[config.mk]
export PLATFORM = sky130hd
export DESIGN_NAME = demux_dispatcher
export DESIGN_NICKNAME = d
export VERILOG_FILES = /design/src/rtl/demux_dispatcher.sv
export SDC_FILE = /design/constraint.sdc
export NUM_CORES = 1
export LEC_CHECK = 0
export BUFFER_PORTS_ARGS = -buffer_cell sky130_fd_sc_hd__buf_2
export CORE_MARGIN = 10
export CORE_UTILIZATION = 30
export DETAILED_ROUTE_END_ITERATION = 10
export PLACE_DENSITY_LB_ADDON = 0.2
export RECOVER_POWER = 100
export SYNTH_ARGS = -nofsm -noshare
export SYNTH_HDL_FRONTEND = slang
export SYNTH_SLANG_ARGS = --single-unit
[constraint.sdc]
create_clock -name clk -period 1.53 [get_ports clk]
set_input_delay 0.0765 -clock clk [delete_from_list [all_inputs] [get_ports clk]]
set_output_delay 0.0765 -clock clk [all_outputs]
set_load 0.03 [all_outputs]
[src/rtl/demux_dispatcher.sv]
// Header-framed byte stream dispatcher feeding a 4-lane demux through one output register.
// Optional lane masking with packet drop counting: DEMUX_DISPATCH_LANE_MASK_EN.
module demux_dispatcher #(
  parameter int DATA_W = 8,
  parameter int CNT_W  = 7
) (
  input  logic              clk,
  input  logic              rst_n,
  input  logic [DATA_W-1:0] in_data,
  input  logic              in_valid,
  output logic              in_ready,
  input  logic [3:0]        lane_ready,
  output logic [DATA_W-1:0] dout,
  output logic [1:0]        sel,
  output logic              dout_valid,
  output logic              busy,
  output logic              pkt_done
`ifdef DEMUX_DISPATCH_LANE_MASK_EN
  ,
  input  logic [3:0]        lane_en,
  output logic [7:0]        drop_cnt
`endif
);

  // state   | meaning
  // IDLE    | next input byte is a header
  // PAYLOAD | counting down payload bytes of the current packet
  typedef enum logic {IDLE, PAYLOAD} state_t;

  state_t           state, state_nxt;
  logic [CNT_W-1:0] cnt, cnt_nxt;
  logic [1:0]       pend_sel;
  logic             out_last;
  logic             fire, accept, hdr_acc, pay_acc, load;
  logic             hdr_keep, pkt_drop;

  assign fire     = dout_valid && lane_ready[sel];
  // A dropped packet never touches the output register, so its bytes are always taken.
  assign in_ready = (state == PAYLOAD && pkt_drop) ? 1'b1 : (!dout_valid || fire);
  assign accept   = in_valid && in_ready;
  assign hdr_acc  = accept && (state == IDLE);
  assign pay_acc  = accept && (state == PAYLOAD);
  assign load     = pay_acc && !pkt_drop;
  assign busy     = (state == PAYLOAD) || dout_valid;

`ifdef DEMUX_DISPATCH_LANE_MASK_EN
  assign hdr_keep = lane_en[in_data[1:0]];

  always_ff @(posedge clk or negedge rst_n) begin
    if (!rst_n) begin
      pkt_drop <= 1'b0;
      drop_cnt <= 8'd0;
    end else if (hdr_acc) begin
      pkt_drop <= !hdr_keep;
      if (!hdr_keep && drop_cnt != 8'hFF)
        drop_cnt <= drop_cnt + 8'd1;
    end
  end
`else
  assign hdr_keep = 1'b1;
  assign pkt_drop = 1'b0;
`endif

  always_ff @(posedge clk or negedge rst_n) begin
    if (!rst_n) begin
      state <= IDLE;
      cnt   <= '0;
    end else begin
      state <= state_nxt;
      cnt   <= cnt_nxt;
    end
  end

  always_comb begin
    state_nxt = state;
    cnt_nxt   = cnt;
    case (state)
      IDLE: begin
        if (hdr_acc) begin
          cnt_nxt   = CNT_W'(in_data[7:2]) + CNT_W'(1);
          state_nxt = PAYLOAD;
        end
      end
      PAYLOAD: begin
        if (pay_acc) begin
          cnt_nxt = cnt - CNT_W'(1);
          if (cnt == CNT_W'(1))
            state_nxt = IDLE;
        end
      end
      default: state_nxt = IDLE;
    endcase
  end

  // Header accept implies the output register is empty or emptying, so sel may move.
  always_ff @(posedge clk or negedge rst_n) begin
    if (!rst_n) begin
      pend_sel   <= 2'd0;
      sel        <= 2'd0;
      dout       <= '0;
      dout_valid <= 1'b0;
      out_last   <= 1'b0;
      pkt_done   <= 1'b0;
    end else begin
      if (hdr_acc)
        pend_sel <= in_data[1:0];
      if (hdr_acc && hdr_keep)
        sel <= in_data[1:0];
      else if (load)
        sel <= pend_sel;
      if (load) begin
        dout       <= in_data;
        dout_valid <= 1'b1;
        out_last   <= (cnt == CNT_W'(1));
      end else if (fire) begin
        dout       <= '0;
        dout_valid <= 1'b0;
        out_last   <= 1'b0;
      end
      pkt_done <= fire && out_last;
    end
  end

endmodule

---- Yosys cells after proc, flatten, opt, wreduce, memory -nomap -nowiden ----
Cells that the tools add are included.
cells by class
  add/sub/neg operators ................... 2
  multiply operators ...................... 0
  divide/modulo/power cells ............... 0
  magnitude comparators ................... 1
  equality and inequality tests ........... 3
  shifts and indexed selects .............. 0
  muxes and demuxes ....................... 16
  bitwise gates (word level) .............. 1
  reductions and logical operators ........ 11
operator list
  kind                   number
  $mux W8                2
  $mux W7                2
  $pmux W7 S2            1
  $add A6 B1 Y7 const B  1
  $eq A7 B1 Y1 const B   1
  $mux W1                7
  $sub A7 B1 Y7 const B  1
  $logic_and A1 B1 Y1    5
  $mux W2                2
  $reduce_bool A2 Y1     2
  $lt A2 B3 Y1 const B   1
  $bmux W1 S2            1
  $logic_or A1 B1 Y1     2
  $ne A2 B1 Y1 const B   1
  $ne A2 B2 Y1 const B   1
  $pmux W1 S2            1
  $reduce_and A2 Y1      1
  $logic_not A1 Y1       1
  $not A1 Y1             1
word-level totals
  register bits after elaboration ......... 23
  latch bits .............................. 0
  bits in writable memories ............... 0
  ROM bits ................................ 0
  input port bits ......................... 15
  output and inout port bits .............. 14
  word-level logic and storage cells ...... 42
  memories ................................ 0

---- Longest topological paths before layout ----
  depth in word-level cells ............... 8
  gate-level depth with buffers ........... 6
  mapped depth without buffers ............ 6

---- Worst setup path after synthesis ----
No wires, ideal clock.
  path kind ............................... flip-flop to flip-flop
  from .................................... reg sel[0]
  to ...................................... reg pend_sel[0]
  library setup time ...................... 0.125 ns
  arrival ................................. 1.735 ns
  required time ........................... 1.405 ns
  setup slack ............................. -0.330 ns
  stages on the path, launching flop included .. 5
  buffers on the path ..................... 0
  period minus slack after synthesis ...... 1.860 ns
  path through ............................ dfrtp_1 mux4_2 o21ai_4 nor2_2 mux2_4
between the ends
  cells in the longest elaborated chain, start to end .. 6
ends and longest elaborated chain
  what                           line  text
  from (decl)                    14    output logic [1:0] sel,
  from (signal assigned)         108   sel <= in_data[1:0];
  from (signal assigned)         110   sel <= pend_sel;
  $bmux W1 S2                    37    assign fire = dout_valid && lane_ready[sel];
  $mux W1 (not written as such)  37
  $logic_and A1 B1 Y1            37
  $logic_or A1 B1 Y1             39    assign in_ready = (state == PAYLOAD && pkt_drop) ? 1'b1 : (!dout_valid || fire);
  $logic_and A1 B1 Y1            40    assign accept = in_valid && in_ready;
  $logic_and A1 B1 Y1            41    assign hdr_acc = accept && (state == IDLE);
  to (signal assigned)           106   pend_sel <= in_data[1:0];
  to (decl)                      32    logic [1:0] pend_sel;
Every way passes these cells. The select of a mux whose other input is x is not followed.
A chain may end at the register's enable or synchronous reset.

---- Final worst setup path ----
Same ends and word-level chain as after synthesis.

==> qor.yml <==
status:
  status: "finished, violations left"
  violations: "negative setup slack"
drt:
  first_pass_iters: 4
  dr.first_iter.drc_count: 55
  wl_um: 3120
  vias_per_cell: 4.99
  drt.antenna.violating_nets: 0
  vias: 1008
  routedWlPerCell_um: 15.5
  route.detailed.drc: 0
synth:
  synth_flop_cell: "dfrtp_1"
  synth_top_area_share: 0.494
  yosys-top-cells-area: "dfrtp_1, a22o_1, nand2_1, ha_1, o21ai_0"
  yosys_warnings: 0
  yosys.area.top_type: "dfrtp_1"
  synth.avg_cell_area_sq_um: 10.6
  synth_edf_count: 0
  synth_cells: 110
  synth.distinct_cells: 35
  synthArstFlopShare: 1.00
  synth_seq_cells: 23
  ys_seq_area_frac: 0.494
  synth_nets: 128
  syn_area_sq_um: 1170
final_layout:
  final_common_cell: "dfrtp_1"
  n_antenna_cell: 0
  multi_input_area_sq_um: 626
  syn2layout_area_growth_pct: 37.6
  stdcell_count: 202
  final_nets: 173
  seq_area_sq_um: 577
  layout_common_cells: "dfrtp_1, buf_2, nand2_1"
  drive_above_1_share: 0.325
  fillers: 377
critical_path:
  r2r_setup_slack_ps: -230
  cpLargestDelayFamily: "multiplexers"
  worstSetupPathType: "reg2reg"
  worstSetupEndpointType: "flop"
  critPathRequiredTime_ps: 1690
  cp_slowest_stage_delay_ps: 530
  cp_num_buf_inv: 2
  start_kind: "flop"
  critical_path.cell_chain: "mux4_2, buf_6, o21ai_4, buf_12, nor2_4, mux2_4"
  r2r-start: "sel[0]"
  worst-path-max-fanout: 8
  slowest_stage: "mux4_2"
  r2r-end: "pend_sel[0]"
  r2r_cells: 6
  critPathArrivalTime_ps: 1920
pwr:
  ir_worst_vdd_mv: 0.589
  p_per_area_nw_per_um2: 1630
  p_total_w: 0.00262
  leakage_nw: 0.743
sta:
  rsz0062_at_grt: "yes"
  period_minus_slack_ps: 1760
  final-hold-violation-count: 0
  setup-violations-final: 22
  post-route-period-util: 1.15
  slew_viol_final: 0
  finalHoldWorstSlack_ps: 54.1
  slew_headroom: 0.606
  fmax_mhz: 570
  finClkSkew_ps: 3.76
  setup_slack_ps: -226
  worst_slew_pin_slew_ps: 591
  tns_ps: -3490
floorplan:
  coreArea_sq_um: 3720
  start_util: 0.314
  num_io_pins: 29
  die_area_sq_um: 6780
  die_x_um: 82.3
  num_rows: 22
  die_h_um: 82.3
clocking:
  cts_tree: "built"
  cts_max_path_buffers: 2
  cts_buffers: 3
  clock_latency_ps: 270
  htree_levels: 1
  path_clk_slew_ps: 90
  root_buffer: "clkbuf_8"
  cts_sinks: 23
placed_design:
  dp.cells: 192
  place_ws_ps: -161
  hpwl_um: 2250
  port_buffers: 28
  gp_congestion: 0.828
job:
  maxCapViolCount: 0
grt:
  grt_max_degree: 24
  antenna_found_initial: 0
  grt_pass1_vias: 1075
  gr-total-overflow: 0
  grt_pass1_wl_um: 5130
  grtUsageTotal: 0.0978
min_path:
  hp-class: "in2reg"
  holdPathStages: 2
  hold_start: "in_data[2]"
  hold_end: "cnt[0]"
cell type report:
| class | instances | area share |
|---|---|---|
| multi-input combinational | 80 | 0.390 |
| sequential | 23 | 0.360 |
| timing repair buffer | 42 | 0.172 |
| tap | 48 | 0.0374 |
| clock buffer | 3 | 0.0257 |
| inverter | 5 | 0.0117 |
| clock inverter | 1 | 0.00312 |
cells in the mapped netlist, types with 2 or more instances:
| cell | count |
|---|---|
| or4_1 | 2 |
| nor2b_1 | 2 |
| inv_1 | 5 |
| clkbuf_1 | 2 |
| ha_1 | 3 |
| nor2_1 | 5 |
| o21a_1 | 2 |
| nor3_1 | 3 |
| nand3_1 | 4 |
| mux2i_1 | 3 |
| nor2_2 | 2 |
| nand2_1 | 13 |
| dfrtp_1 | 23 |
| a22o_1 | 10 |
| mux2_4 | 2 |
| a21oi_1 | 3 |
| xor2_1 | 2 |
| o21ai_0 | 7 |
state kept, by name, indices dropped and copies added, names as in the netlist:
register and flops:
pkt_done 1, out_last 1, sel 2, dout_valid 1, cnt 7, pend_sel 2, state 1, dout 8
per-stage QoR:
stage | instance area, sq um | utilization
4_1_cts | 1580 | 0.426
5_1_grt | 1600 | 0.432
3_3_place_gp | 1430 | 0.386
3_5_place_dp | 1430 | 0.386
2_1_floorplan | 1170 | -
6_report | 1600 | 0.432
worst max path at each step:
stage	start	to	depth (start not counted)
3_5_place_dp	sel[0]	cnt[0]	5
4_1_cts	sel[0]	pend_sel[0]	6
6_report	sel[0]	pend_sel[0]	6
5_1_grt	sel[0]	pend_sel[1]	6
2_1_floorplan	sel[0]	pend_sel[0]	4
3_3_place_gp	sel[0]	cnt[0]	5
power by group:
group / leakage (nW) / switching (W) / internal [W] / total (W)
sequential: 0.281 / 0.000174 / 0.000803 / 0.000976
combinational: 0.437 / 0.000702 / 0.000546 / 0.00125
clock: 0.0255 / 0.000210 / 0.000182 / 0.000393
total: 0.743 / 0.00109 / 0.00153 / 0.00262
kinds of logic after synthesis:
logic type,Yosys count,synth area share
AOI/OAI and AO/OA,32,0.208
xor gates and xnor gates,3,0.0225
and+or+nand+nor,35,0.144
adders and majority gates,3,0.0322
buffers and inverters,8,0.0290
muxes,6,0.0708
DFF,23,0.494
metal layers:
layer / part of all wire / global-route usage / vias to the layer above
li1: - / - / 492
met1: 0.43 / 0.118 / 486
met2: 0.50 / 0.160 / 24
met3: 0.048 / 0.0205 / 6
met4: 0.024 / 0.0510 / 0
met5: 0 / 0 / -
what timing repair did:
action / 4_1_cts / 5_1_grt
endpoints found under the setup margin: 22 / 22
hold buffers: 1 / 0
gates cloned: 1 / 0
gates resized for setup: 12 / 7
setup buffers: 3 / 1
pin swaps: 4 / 5
endpoints found under the hold margin: 23 / 0
No activity file was read; power rests on OpenSTA's default activity.
